### config.mk
export PLATFORM = sky130hd
export DESIGN_NAME = axi_mem_arbiter
export DESIGN_NICKNAME = d
export VERILOG_FILES = /design/src/rtl/axi_mem_arbiter_pkg.sv /design/src/rtl/axi_mem_arbiter_rr_arb2.sv /design/src/rtl/axi_mem_arbiter.sv
export SDC_FILE = /design/constraint.sdc
export NUM_CORES = 1
export LEC_CHECK = 0
export ABC_AREA = 1
export BUFFER_PORTS_ARGS = -buffer_cell sky130_fd_sc_hd__buf_2
export CAP_MARGIN = 30
export CORE_AREA = 2 2 145 147
export DETAILED_ROUTE_END_ITERATION = 12
export DIE_AREA = 0 0 147 149
export PLACE_DENSITY = 0.48
export SETUP_SLACK_MARGIN = 0.1
export SLEW_MARGIN = 0
export SYNTH_ARGS = -nofsm -noshare
export SYNTH_HDL_FRONTEND = slang
export SYNTH_SLANG_ARGS = --single-unit
### constraint.sdc
create_clock -name clock -period 2.3 [get_ports clock]
set_input_delay 0.46 -clock clock [delete_from_list [all_inputs] [get_ports clock]]
set_output_delay 0.46 -clock clock [all_outputs]
set_load 0.01 [all_outputs]
### src/rtl/axi_mem_arbiter_pkg.sv
// Shared types and constants for the two-master AXI4-Lite arbiter.
package axi_mem_arbiter_pkg;

  // Transaction FSM: one whole transaction in flight at a time.
  typedef enum logic [2:0] {
    StIdle  = 3'd0,
    StRaddr = 3'd1,
    StRdata = 3'd2,
    StWaddr = 3'd3,
    StWresp = 3'd4
  } state_e;

  // AxPROT values the requesters are expected to drive.
  localparam logic [2:0] AXI_PROT_INSTR = 3'b100;
  localparam logic [2:0] AXI_PROT_DATA  = 3'b000;

  // Round-robin pick for two requesters: 0 selects M0, 1 selects M1.
  // On a tie the requester that did not win last time is chosen.
  function automatic logic rr_pick(input logic req0, input logic req1, input logic last);
    return (req0 & req1) ? ~last : req1;
  endfunction

endpackage

### src/rtl/axi_mem_arbiter_rr_arb2.sv
// Combinational two-request round-robin selector.
module axi_mem_arbiter_rr_arb2
  import axi_mem_arbiter_pkg::*;
(
  input  logic req0,
  input  logic req1,
  input  logic last,
  output logic valid,
  output logic pick
);

  // Pick a winner whenever anyone is requesting.
  always_comb begin
    valid = req0 | req1;
    pick  = rr_pick(req0, req1, last);
  end

endmodule

### src/rtl/axi_mem_arbiter.sv
// Shares one AXI4-Lite master port between an instruction-fetch reader (M0) and a
// data load/store port (M1). Whole transactions are granted round-robin, one at a time,
// with a per-phase watchdog that abandons a stuck transaction.
module axi_mem_arbiter
  import axi_mem_arbiter_pkg::*;
#(
  parameter int unsigned ADDR_W  = 32,
  parameter int unsigned DATA_W  = 32,
  parameter int unsigned TIMEOUT = 256
) (
  input  logic                clock,
  input  logic                resetn,
  // M0: instruction fetch, read only
  input  logic                m0_arvalid,
  input  logic [ADDR_W-1:0]   m0_araddr,
  input  logic [2:0]          m0_arprot,
  output logic                m0_arready,
  output logic                m0_rvalid,
  output logic [DATA_W-1:0]   m0_rdata,
  input  logic                m0_rready,
  // M1: data port, read and write
  input  logic                m1_arvalid,
  input  logic [ADDR_W-1:0]   m1_araddr,
  input  logic [2:0]          m1_arprot,
  output logic                m1_arready,
  output logic                m1_rvalid,
  output logic [DATA_W-1:0]   m1_rdata,
  input  logic                m1_rready,
  input  logic                m1_awvalid,
  input  logic [ADDR_W-1:0]   m1_awaddr,
  input  logic [2:0]          m1_awprot,
  output logic                m1_awready,
  input  logic                m1_wvalid,
  input  logic [DATA_W-1:0]   m1_wdata,
  input  logic [DATA_W/8-1:0] m1_wstrb,
  output logic                m1_wready,
  output logic                m1_bvalid,
  input  logic                m1_bready,
  // Toward the external slave
  output logic                s_arvalid,
  output logic [ADDR_W-1:0]   s_araddr,
  output logic [2:0]          s_arprot,
  input  logic                s_arready,
  input  logic                s_rvalid,
  input  logic [DATA_W-1:0]   s_rdata,
  output logic                s_rready,
  output logic                s_awvalid,
  output logic [ADDR_W-1:0]   s_awaddr,
  output logic [2:0]          s_awprot,
  input  logic                s_awready,
  output logic                s_wvalid,
  output logic [DATA_W-1:0]   s_wdata,
  output logic [DATA_W/8-1:0] s_wstrb,
  input  logic                s_wready,
  input  logic                s_bvalid,
  output logic                s_bready,
  // Status
  output logic                grant,
  output logic                bus_err
);

  // Counter is kept at least one bit wide so TIMEOUT=0 still elaborates.
  localparam int unsigned CntW        = (TIMEOUT > 0) ? $clog2(TIMEOUT + 1) : 1;
  localparam int unsigned TimeoutLast = (TIMEOUT > 0) ? TIMEOUT - 1 : 0;
  localparam logic [CntW-1:0] CntLast = CntW'(TimeoutLast);
  localparam bit WdEn = (TIMEOUT > 0);

  state_e          state_q;
  logic            grant_q;
  logic            last_q;
  logic            aw_done_q;
  logic            w_done_q;
  logic [CntW-1:0] cnt_q;
  logic            bus_err_q;

  logic req0, req1, m1_wr_req;
  logic arb_valid, arb_pick;
  logic ar_hs, r_hs, aw_hs, w_hs, b_hs;
  logic wd_expire;

  assign req0      = m0_arvalid;
  assign m1_wr_req = m1_awvalid & m1_wvalid;
  assign req1      = m1_arvalid | m1_wr_req;

  axi_mem_arbiter_rr_arb2 u_rr_arb2 (
    .req0  (req0),
    .req1  (req1),
    .last  (last_q),
    .valid (arb_valid),
    .pick  (arb_pick)
  );

  assign ar_hs     = s_arvalid & s_arready;
  assign r_hs      = s_rvalid & s_rready;
  assign aw_hs     = s_awvalid & s_awready;
  assign w_hs      = s_wvalid & s_wready;
  assign b_hs      = s_bvalid & s_bready;
  assign wd_expire = WdEn && (cnt_q == CntLast);

  assign grant   = grant_q;
  assign bus_err = bus_err_q;

  // Transaction FSM with write-phase flags and watchdog.
  always_ff @(posedge clock or negedge resetn) begin
    if (!resetn) begin
      state_q   <= StIdle;
      grant_q   <= 1'b0;
      last_q    <= 1'b1;
      aw_done_q <= 1'b0;
      w_done_q  <= 1'b0;
      cnt_q     <= '0;
      bus_err_q <= 1'b0;
    end else begin
      bus_err_q <= 1'b0;
      if (WdEn && state_q != StIdle) begin
        cnt_q <= cnt_q + CntW'(1);
      end
      unique case (state_q)
        StIdle: begin
          cnt_q <= '0;
          if (arb_valid) begin
            grant_q <= arb_pick;
            // M1 with both a write and a read pending issues the write first.
            state_q <= (arb_pick && m1_wr_req) ? StWaddr : StRaddr;
          end
        end
        StRaddr: begin
          if (ar_hs) begin
            state_q <= StRdata;
            cnt_q   <= '0;
          end else if (wd_expire) begin
            state_q   <= StIdle;
            bus_err_q <= 1'b1;
            last_q    <= grant_q;
          end
        end
        StRdata: begin
          if (r_hs) begin
            state_q <= StIdle;
            last_q  <= grant_q;
          end else if (wd_expire) begin
            state_q   <= StIdle;
            bus_err_q <= 1'b1;
            last_q    <= grant_q;
          end
        end
        StWaddr: begin
          if ((aw_done_q | aw_hs) & (w_done_q | w_hs)) begin
            state_q   <= StWresp;
            aw_done_q <= 1'b0;
            w_done_q  <= 1'b0;
            cnt_q     <= '0;
          end else if (wd_expire) begin
            state_q   <= StIdle;
            bus_err_q <= 1'b1;
            last_q    <= grant_q;
            aw_done_q <= 1'b0;
            w_done_q  <= 1'b0;
          end else begin
            if (aw_hs) aw_done_q <= 1'b1;
            if (w_hs)  w_done_q  <= 1'b1;
          end
        end
        StWresp: begin
          if (b_hs) begin
            state_q <= StIdle;
            last_q  <= 1'b1;
          end else if (wd_expire) begin
            state_q   <= StIdle;
            bus_err_q <= 1'b1;
            last_q    <= grant_q;
          end
        end
        default: state_q <= StIdle;
      endcase
    end
  end

  // Channel muxes: only the granted master is connected, and only in the matching phase.
  always_comb begin
    s_arvalid  = 1'b0;
    s_araddr   = '0;
    s_arprot   = '0;
    s_rready   = 1'b0;
    s_awvalid  = 1'b0;
    s_awaddr   = '0;
    s_awprot   = '0;
    s_wvalid   = 1'b0;
    s_wdata    = '0;
    s_wstrb    = '0;
    s_bready   = 1'b0;
    m0_arready = 1'b0;
    m0_rvalid  = 1'b0;
    m0_rdata   = '0;
    m1_arready = 1'b0;
    m1_rvalid  = 1'b0;
    m1_rdata   = '0;
    m1_awready = 1'b0;
    m1_wready  = 1'b0;
    m1_bvalid  = 1'b0;
    unique case (state_q)
      StRaddr: begin
        if (grant_q) begin
          s_arvalid  = m1_arvalid;
          s_araddr   = m1_araddr;
          s_arprot   = m1_arprot;
          m1_arready = s_arready;
        end else begin
          s_arvalid  = m0_arvalid;
          s_araddr   = m0_araddr;
          s_arprot   = m0_arprot;
          m0_arready = s_arready;
        end
      end
      StRdata: begin
        if (grant_q) begin
          s_rready  = m1_rready;
          m1_rvalid = s_rvalid;
          m1_rdata  = s_rdata;
        end else begin
          s_rready  = m0_rready;
          m0_rvalid = s_rvalid;
          m0_rdata  = s_rdata;
        end
      end
      StWaddr: begin
        // A channel that already handshook is hidden from the slave until WRESP.
        s_awvalid  = m1_awvalid & ~aw_done_q;
        s_awaddr   = m1_awaddr;
        s_awprot   = m1_awprot;
        m1_awready = s_awready & ~aw_done_q;
        s_wvalid   = m1_wvalid & ~w_done_q;
        s_wdata    = m1_wdata;
        s_wstrb    = m1_wstrb;
        m1_wready  = s_wready & ~w_done_q;
      end
      StWresp: begin
        s_bready  = m1_bready;
        m1_bvalid = s_bvalid;
      end
      default: ;
    endcase
  end

endmodule
# Yosys cells after proc, flatten, opt, wreduce, memory -nomap -nowiden
# Index checks and enable logic that the tools add are counted.
# word_totals
reg_bits	17
# op_classes
n_eq_ne	8
mux	61
reduce_logical	10
add_sub_neg	1
n_bitwise	19
# ops
operator	count
$mux W32	8
$mux W1	35
$mux W3	9
$mux W9	3
$pmux W9 S3	1
$pmux W3 S5	1
$and A1 B1 Y1	12
$add A9 B1 Y9 const B	1
$eq A9 B8 Y1 const B	1
$reduce_bool A3 Y1	3
$pmux W1 S4	2
$eq A3 B2 Y1 const B	2
$ne A2 B2 Y1 const B	3
$reduce_and A2 Y1	3
$mux W4	1
$or A1 B1 Y1	4
$reduce_bool A4 Y1	1
$eq A3 B1 Y1 const B	1
$eq A3 B3 Y1 const B	1
$logic_not A3 Y1	1
$not A1 Y1	3
$reduce_and A3 Y1	1
$mux W2	1
$logic_and A1 B1 Y1	1

# Depth between registers and ports, before layout
# Gate-level depths: netlist of run 1.
# logic_depth
ltp_word	8
mapped_depth	13
ltp_nobuf	13

# Modules after synthesis
# A second synthesis of run 1 with hierarchy kept.
# unflattened
hier_cells	535
hier_area_um2	2636.3
# modules_own_cells
mod	area_each_um2	seq_area_each_um2	n_inst	cells_per_inst
axi_mem_arbiter	2621.3	426.7	1	532
axi_mem_arbiter_rr_arb2	15.0	0.0	1	3

# Worst setup path after synthesis of run 1
# OpenSTA, ideal clock, no wires.
# synth_timing
path_kind	register to output
from	register state_q[2]
to	output s_araddr[10]
arrival_ns	1.392
t_required_ns	1.840
n_path_buf	2
path_slack_ns	0.448
stages_incl_launch_ff	8
path_cell_list	dfrtp_1 -> inv_1 -> nand2_1 -> nor2_2 -> inv_1 -> buf_2 -> buf_6 -> a21oi_1
# synth_via
elab_chain_len	2
# synth_lines
item	line_no	rtl
start: declaration	axi_mem_arbiter.sv:68	state_e state_q;
start signal: assignment	axi_mem_arbiter.sv:106	state_q <= StIdle;
start signal: assignment	axi_mem_arbiter.sv:124	state_q <= (arb_pick && m1_wr_req) ? StWaddr : StRaddr;
start signal: assignment	axi_mem_arbiter.sv:129	state_q <= StRdata;
$eq A3 B1 Y1	axi_mem_arbiter.sv:201	unique case (state_q)
$mux W32	axi_mem_arbiter.sv:201	
end: declaration	axi_mem_arbiter.sv:41	output logic [ADDR_W-1:0] s_araddr,
# No other way between the ends.

# Worst setup path after layout of run 1
# layout_timing
from	register state_q[0]
to	output m0_rdata[12]
# layout_via
elab_chain_len	2
# layout_lines
item	line_no	rtl
$eq A3 B2 Y1	axi_mem_arbiter.sv:201	
$mux W32	axi_mem_arbiter.sv:201	
end: declaration	axi_mem_arbiter.sv:19	output logic [DATA_W-1:0] m0_rdata,
# No other way between the ends.

==> results of run 1 <==
## area by class of cell
cell class | count | area [um^2]
inverters | 127 | 479
flip-flops and latches | 17 | 429
repair buffers | 383 | 2000
clock buffers | 4 | 78.8
multi-input cells | 355 | 1580
fillers | 2400 | 15600
well taps | 275 | 344
## layer usage
metal,vias up,global-route usage [%]
met5,-,0
li1,2243,-
met2,215,19.7
met3,6,1.99
met1,1814,13.1
met4,0,2.16
## synth_stat cells, drive strengths merged, types with 5 or more instances
cell | n | share of area [%]
nand4 | 6 | 1.4
nand3 | 16 | 3.4
a21oi | 35 | 7.1
clkbuf | 14 | 2.0
o21ai | 5 | 0.96
nand2 | 109 | 16
a31oi | 6 | 1.4
dfrtp | 16 | 15
inv | 127 | 18
nor3 | 6 | 1.1
buf | 13 | 3.1
xor2 | 7 | 2.3
nor2 | 154 | 22
## flip-flops by register name (all words and copies together), names as in the netlist
| name | cells |
|---|---|
| state_q | 3 |
| bus_err | 1 |
| w_done_q | 1 |
| grant | 1 |
| cnt_q | 9 |
| aw_done_q | 1 |
| last_q | 1 |
## repair_timing
action	4_1_cts	5_1_grt
pin swaps	1	3
gates resized for setup	1	7
buffers inserted	1	1
endpoints found under the setup margin	13	97
## metrics by stage
stage / setup WS (ns) / utilization [%] / hold WS [ns]
2_1_floorplan: 0.448 / - / 0.164
3_3_place_gp: 0.295 / 23.4 / 0.423
3_5_place_dp: 0.300 / 23.4 / 0.422
4_1_cts: 0.125 / 23.8 / 0.158
5_1_grt: 0.0998 / 23.9 / 0.179
6_report: 0.207 / 23.9 / 0.139
## path summary, 6_finish.rpt
kind / endpoint / slack [ns] / cells past startpoint
max reg2reg: last_q$_DFFE_PN1P_ / 0.40 / 12
min reg2reg: last_q$_DFFE_PN1P_ / 0.48 / 2
min in group clock: last_q$_DFFE_PN1P_ / 0.48 / 2
min: cnt_q[3]$_DFF_PN0_ / 0.14 / 1
max in group asynchronous: last_q$_DFFE_PN1P_ / 1.84 / 1
max: m0_rdata[12] / 0.21 / 5
## worst max-delay path: stages (launching register included)
cell     delay (ns)
dfrtp_1        0.46
nor3b_4        0.35
nand2_1        0.13
buf_8          0.19
nor2_1         0.10
buf_2          0.14
## cells by family after synthesis
group / share of synthesized area (%)
compound gates: 10.1
xor+xnor: 2.34
fa+ha+maj: 0.956
buf+inv: 23.3
flops: 16.3
mux: 0.382
simple gates: 46.7
## power by group
group / internal (mW) / leakage, nW / switching [mW]
combinational: 1.15 / 3.21 / 1.87
sequential: 0.389 / 0.218 / 0.0954
clock: 0.235 / 0.0382 / 0.117
total: 1.78 / 3.46 / 2.08
==> impl_metrics.toml, run 1 <==
[floorplanning]
die_area_um2 = 21900
core_area_um2 = 20600
ioPinCount = 371
fp.dieW_um = 147
row_count = 53
start_util_pct = 12.7
die_y_um = 149

[timing]
rsz0062_at_grt = "no"
worst_pin_slew_ns = 0.450
fmax_ghz = 0.478
final.setup.tns_ns = 0
setup_viol = 0
fin_skew_ns = 0.00167
relSlewSlack_pct = 69.7
drv_slew = 0
hold_viol = 0
layout_min_cycle_time_ns = 2.09
finalCritPeriodShare_pct = 91.0

[drt]
drc = 0
dr.first_iter.drc_count = 192
met1_length_um = 5430
wl_per_cell_um = 11.4
dr.pass1.iters = 4
vias_per_cell = 3.68
highest_layer = "met4"
vias = 4278
drtAntennaViolNets = 0
route.met2.wl_um = 6540
route.met3.wl_um = 1150
routed_wirelength_um = 13300

[finish]
fin_area_um2 = 4920
fin_nets = 1076
layout-drive-gt1-share_pct = 45.8
layout_common_cells = "buf_2 (370), nor2_1 (152), inv_1 (126), nand2_1 (102), a21oi_1 (32)"
n_antenna_cell = 0
fin_cells = 1161
final_common_cell = "buf_2"
syn_to_final_growth_pct = 87.9

[synthesis]
synth_edf_count = 0
yosys_warnings = 0
synth_nets = 715
yosysUniqueCellTypes = 29
synth_flop_cell = "dfrtp_1"
netlist_instances = 526
postSynthAreaPerCell_um2 = 4.98
async_reset_ff_share_pct = 100
synth_area_um2 = 2620
ys_seq_area_share_pct = 16.3
ys_ff_latch = 17

[setup_path]
crit_fanout = 33
setup.worst_path.start = "state_q[0]$_DFFE_PN0P_"
cp-start-kind = "register"
worstSetupPathType = "reg -> out"
cp.required_ns = 1.84
reg2reg_from = "cnt_q[1]$_DFF_PN0_"
cp.arrival_ns = 1.63
cp-end-kind = "output pin"

[global_routing]
antenna_found_initial = 0
grt_pass1_vias = 3769
grt_max_degree = 39
grt_pass1_wl_um = 19200
grt_use_total_pct = 10.7
gr-total-overflow = 0

[placed_design]
placed_cells = 1155
postPlaceCellArea_um2 = 4800
dp_hpwl_um = 11200
place.gp.congestion = 0.746
port-buffer-count = 370

[power]
p_per_area_nw_per_um2 = 784
static-leakage-power_nw = 3.46
ir_drop_mv = 0.304
power_mw = 3.86

[clocking]
clock_latency_ns = 0.25
path_clk_slew_ns = 0.05
cts_buffers = 3
clock_path_buffers = 2
clockRootBuffer = "clkbuf_16"
ctsHoldBuffers = 0
cts_tree = "yes"
htreeDepth = 1
clkSinkCount = 17

[min_path]
hp-class = "in -> async"

[run_status]
status = "finished clean"

[run]
cap_violations = 0
Note: power is estimated with default switching activity, not from simulation.
==> run 2, diff against run 1 <==
Settings changed: SYNTH_HIERARCHICAL set to 1.
==> impl_metrics.toml, run 2 <==
[run_status]
status = "finished clean"

[finish]
fin_cells = 1170
layout-drive-gt1-share_pct = 45.2
layout_common_cells = "buf_2 (370), nor2_1 (154), inv_1 (131), nand2_1 (106), a21oi_1 (34)"
final_common_cell = "buf_2"
fin_nets = 1084
syn_to_final_growth_pct = 86.8
nFillCells = 2341
largest_reg_flops = 9
top_register = "cnt_q"
final_core_utilization_pct = 24.0
largestRegisters = "cnt_q: 9 flops, state_q: 3 flops"

[clocking]
cts_tree = "yes"
clockRootBuffer = "clkbuf_16"
path_clk_slew_ns = 0.06
clock_latency_ns = 0.25
clock_path_buffers = 2
htreeDepth = 1
cts_buffers = 3
clkSinkCount = 17

[synthesis]
synth_commonest_cells = "nor2_1 (154), inv_1 (132), nand2_1 (106), a21oi_1 (36), dfrtp_1 (16)"
yosysUniqueCellTypes = 30
synth_area_um2 = 2640
synthTopCellsByArea = "nor2_1 (22%), inv_1 (19%), dfrtp_1 (15%)"
synth_edf_count = 0
synth_top_area_share_pct = 21.9
netlist_instances = 535
ys_ff_latch = 17
yosysMostFrequentCell = "nor2_1"
synth_top_cell_by_area = "nor2_1"
synth_nets = 724
async_reset_ff_share_pct = 100
postSynthAreaPerCell_um2 = 4.93
ys_seq_area_share_pct = 16.2
synth_flop_cell = "dfrtp_1"
yosys_warnings = 6

[timing]
setup_viol = 0
relSlewSlack_pct = 72.2
worst_pin_slew_ns = 0.417
finalCritPeriodShare_pct = 90.6
fin_skew_ns = 0.00453
layout_min_cycle_time_ns = 2.08
fin_ws_ns = 0.217
fmax_ghz = 0.480
hold_viol = 0
rsz0062_at_grt = "no"
drv_slew = 0
final.setup.tns_ns = 0

[placed_design]
place.gp.congestion = 0.767
port-buffer-count = 370
placed_cells = 1163
pre_cts_slack_ns = 0.317
dp_hpwl_um = 11000

[setup_path]
crit_fanout = 32
critical_path.cell_chain = "inv_1 > nor3_4 > nand2_1 > buf_6 > nor2_1 > buf_2"
slowest_delay_ns = 0.41
cp-start-kind = "register"
cp.required_ns = 1.84
cp-end-kind = "output pin"
path_buf_inv = 3
cp_slowest_cell = "dfrtp_1"
worstSetupPathType = "reg -> out"
cp.arrival_ns = 1.62
crit_family = "simple AND/OR/NAND/NOR gates"

[drt]
route.met2.wl_um = 6630
dr.first_iter.drc_count = 223
route.met3.wl_um = 856
met1_length_um = 5550
drtAntennaViolNets = 0
vias_per_cell = 3.63
vias = 4252
highest_layer = "met4"
wl_per_cell_um = 11.3
dr.pass1.iters = 4
routed_wirelength_um = 13200
drc = 0

[floorplanning]
row_count = 53
ioPinCount = 371
start_util_pct = 12.8
core_area_um2 = 20600
die_area_um2 = 21900
fp.dieW_um = 147
die_y_um = 149

[global_routing]
grt_use_total_pct = 10.5
grt_max_degree = 76
grt_pass1_wl_um = 18800
grt_pass1_vias = 3557
antenna_found_initial = 1
gr-total-overflow = 0

[power]
static-leakage-power_nw = 3.49
ir_drop_mv = 0.364
pwr-share-comb_pct = 77.7
p_clk_share_pct = 9.9
swShare_pct = 54.2
p_sw_mw = 1.98
internal_power_mw = 1.67
pwr-share-seq_pct = 12.4
p_per_area_nw_per_um2 = 742

[run]
cap_violations = 0

[min_path]
hp-class = "in -> async"
[run 2: changes by cell type after synthesis, moves of 2 or more]
cell     change
a21oi_1      +4
a21oi_2      -2
inv_1        +5
nand2_1      +3
nand4_1      -2
nor2_1       +2
[run 2: final timing paths]
kind                                   startpoint                  to  slack [ns]  cells after the start
setup / recovery           state_q[1]$_DFFE_PN0P_        m0_rdata[31]        0.22                      6
hold / removal                             resetn  cnt_q[5]$_DFF_PN0_        0.14                      1
setup reg to reg               cnt_q[1]$_DFF_PN0_  last_q$_DFFE_PN1P_        0.38                     12
hold reg to reg                last_q$_DFFE_PN1P_  last_q$_DFFE_PN1P_        0.50                      2
max in group asynchronous                  resetn  last_q$_DFFE_PN1P_        1.84                      1
min in group clock             last_q$_DFFE_PN1P_  last_q$_DFFE_PN1P_        0.50                      2
[run 2: kinds of logic after synthesis]
family | Yosys count | synth area share (%)
buf+inv | 159 | 23.8
mux | 1 | 0.380
xor+xnor | 7 | 2.33
fa+ha+maj | 2 | 0.949
simple gates | 299 | 46.3
flops | 17 | 16.2
compound gates | 50 | 10.1
[run 2: layout make-up]
cell class | instances | area (um^2) | area share (%)
clock buffer | 3 | 75.1 | 1.52
inverter | 132 | 495 | 10.1
clock inverter | 1 | 5.00 | 0.102
antenna | 1 | 2.50 | 0.0508
timing repair buffer | 382 | 1980 | 40.2
tap | 275 | 344 | 6.99
multi-input combinational | 359 | 1590 | 32.3
sequential | 17 | 428 | 8.69
[run 2: power by group through the flow]
stage                     sequential [mW]  clock, mW  combinational [mW]
after global placement              0.457          0                2.83
after detailed placement            0.457          0                2.82
final                               0.453      0.363                2.84
after floorplan                     0.452          0                1.70
after CTS                           0.451      0.372                2.83
after global routing                0.465      0.383                3.17
[run 2: worst reg2reg max path, stage by stage (launching register included)]
cell and delay [ns]:
dfrtp_1 0.36, ha_1 0.17, inv_1 0.04, nor2_1 0.18, nand2_1 0.07, nor3_1 0.20
ha_2 0.27, inv_1 0.13, o21ai_0 0.17, nand2_1 0.07, nand3_1 0.08, nand3_1 0.07
nand2_1 0.07
[run 2: metal layers]
metal,track usage (%),up-vias
met5,0,-
met4,2.88,0
met2,18.6,170
li1,-,2259
met3,1.25,8
met1,13.6,1815
[run 2: through the flow]
| step | hold WS (ns) | power, mW | cell area (um^2) |
|---|---|---|---|
| after floorplan | 0.164 | 2.15 | 2640 |
| after global placement | 0.425 | 3.29 | 4800 |
| after detailed placement | 0.424 | 3.27 | 4800 |
| after CTS | 0.155 | 3.65 | 4880 |
| after global routing | 0.169 | 4.01 | 4920 |
| final | 0.137 | 3.66 | 4920 |
[run 2: what timing repair did]
| action | CTS | global route |
|---|---|---|
| hold buffers | 0 | 0 |
| pin swaps | 0 | 2 |
| buffers inserted | 0 | 2 |
| gates resized for setup | 1 | 7 |
| setup endpoints to repair | 1 | 60 |
| gates cloned | 0 | 0 |
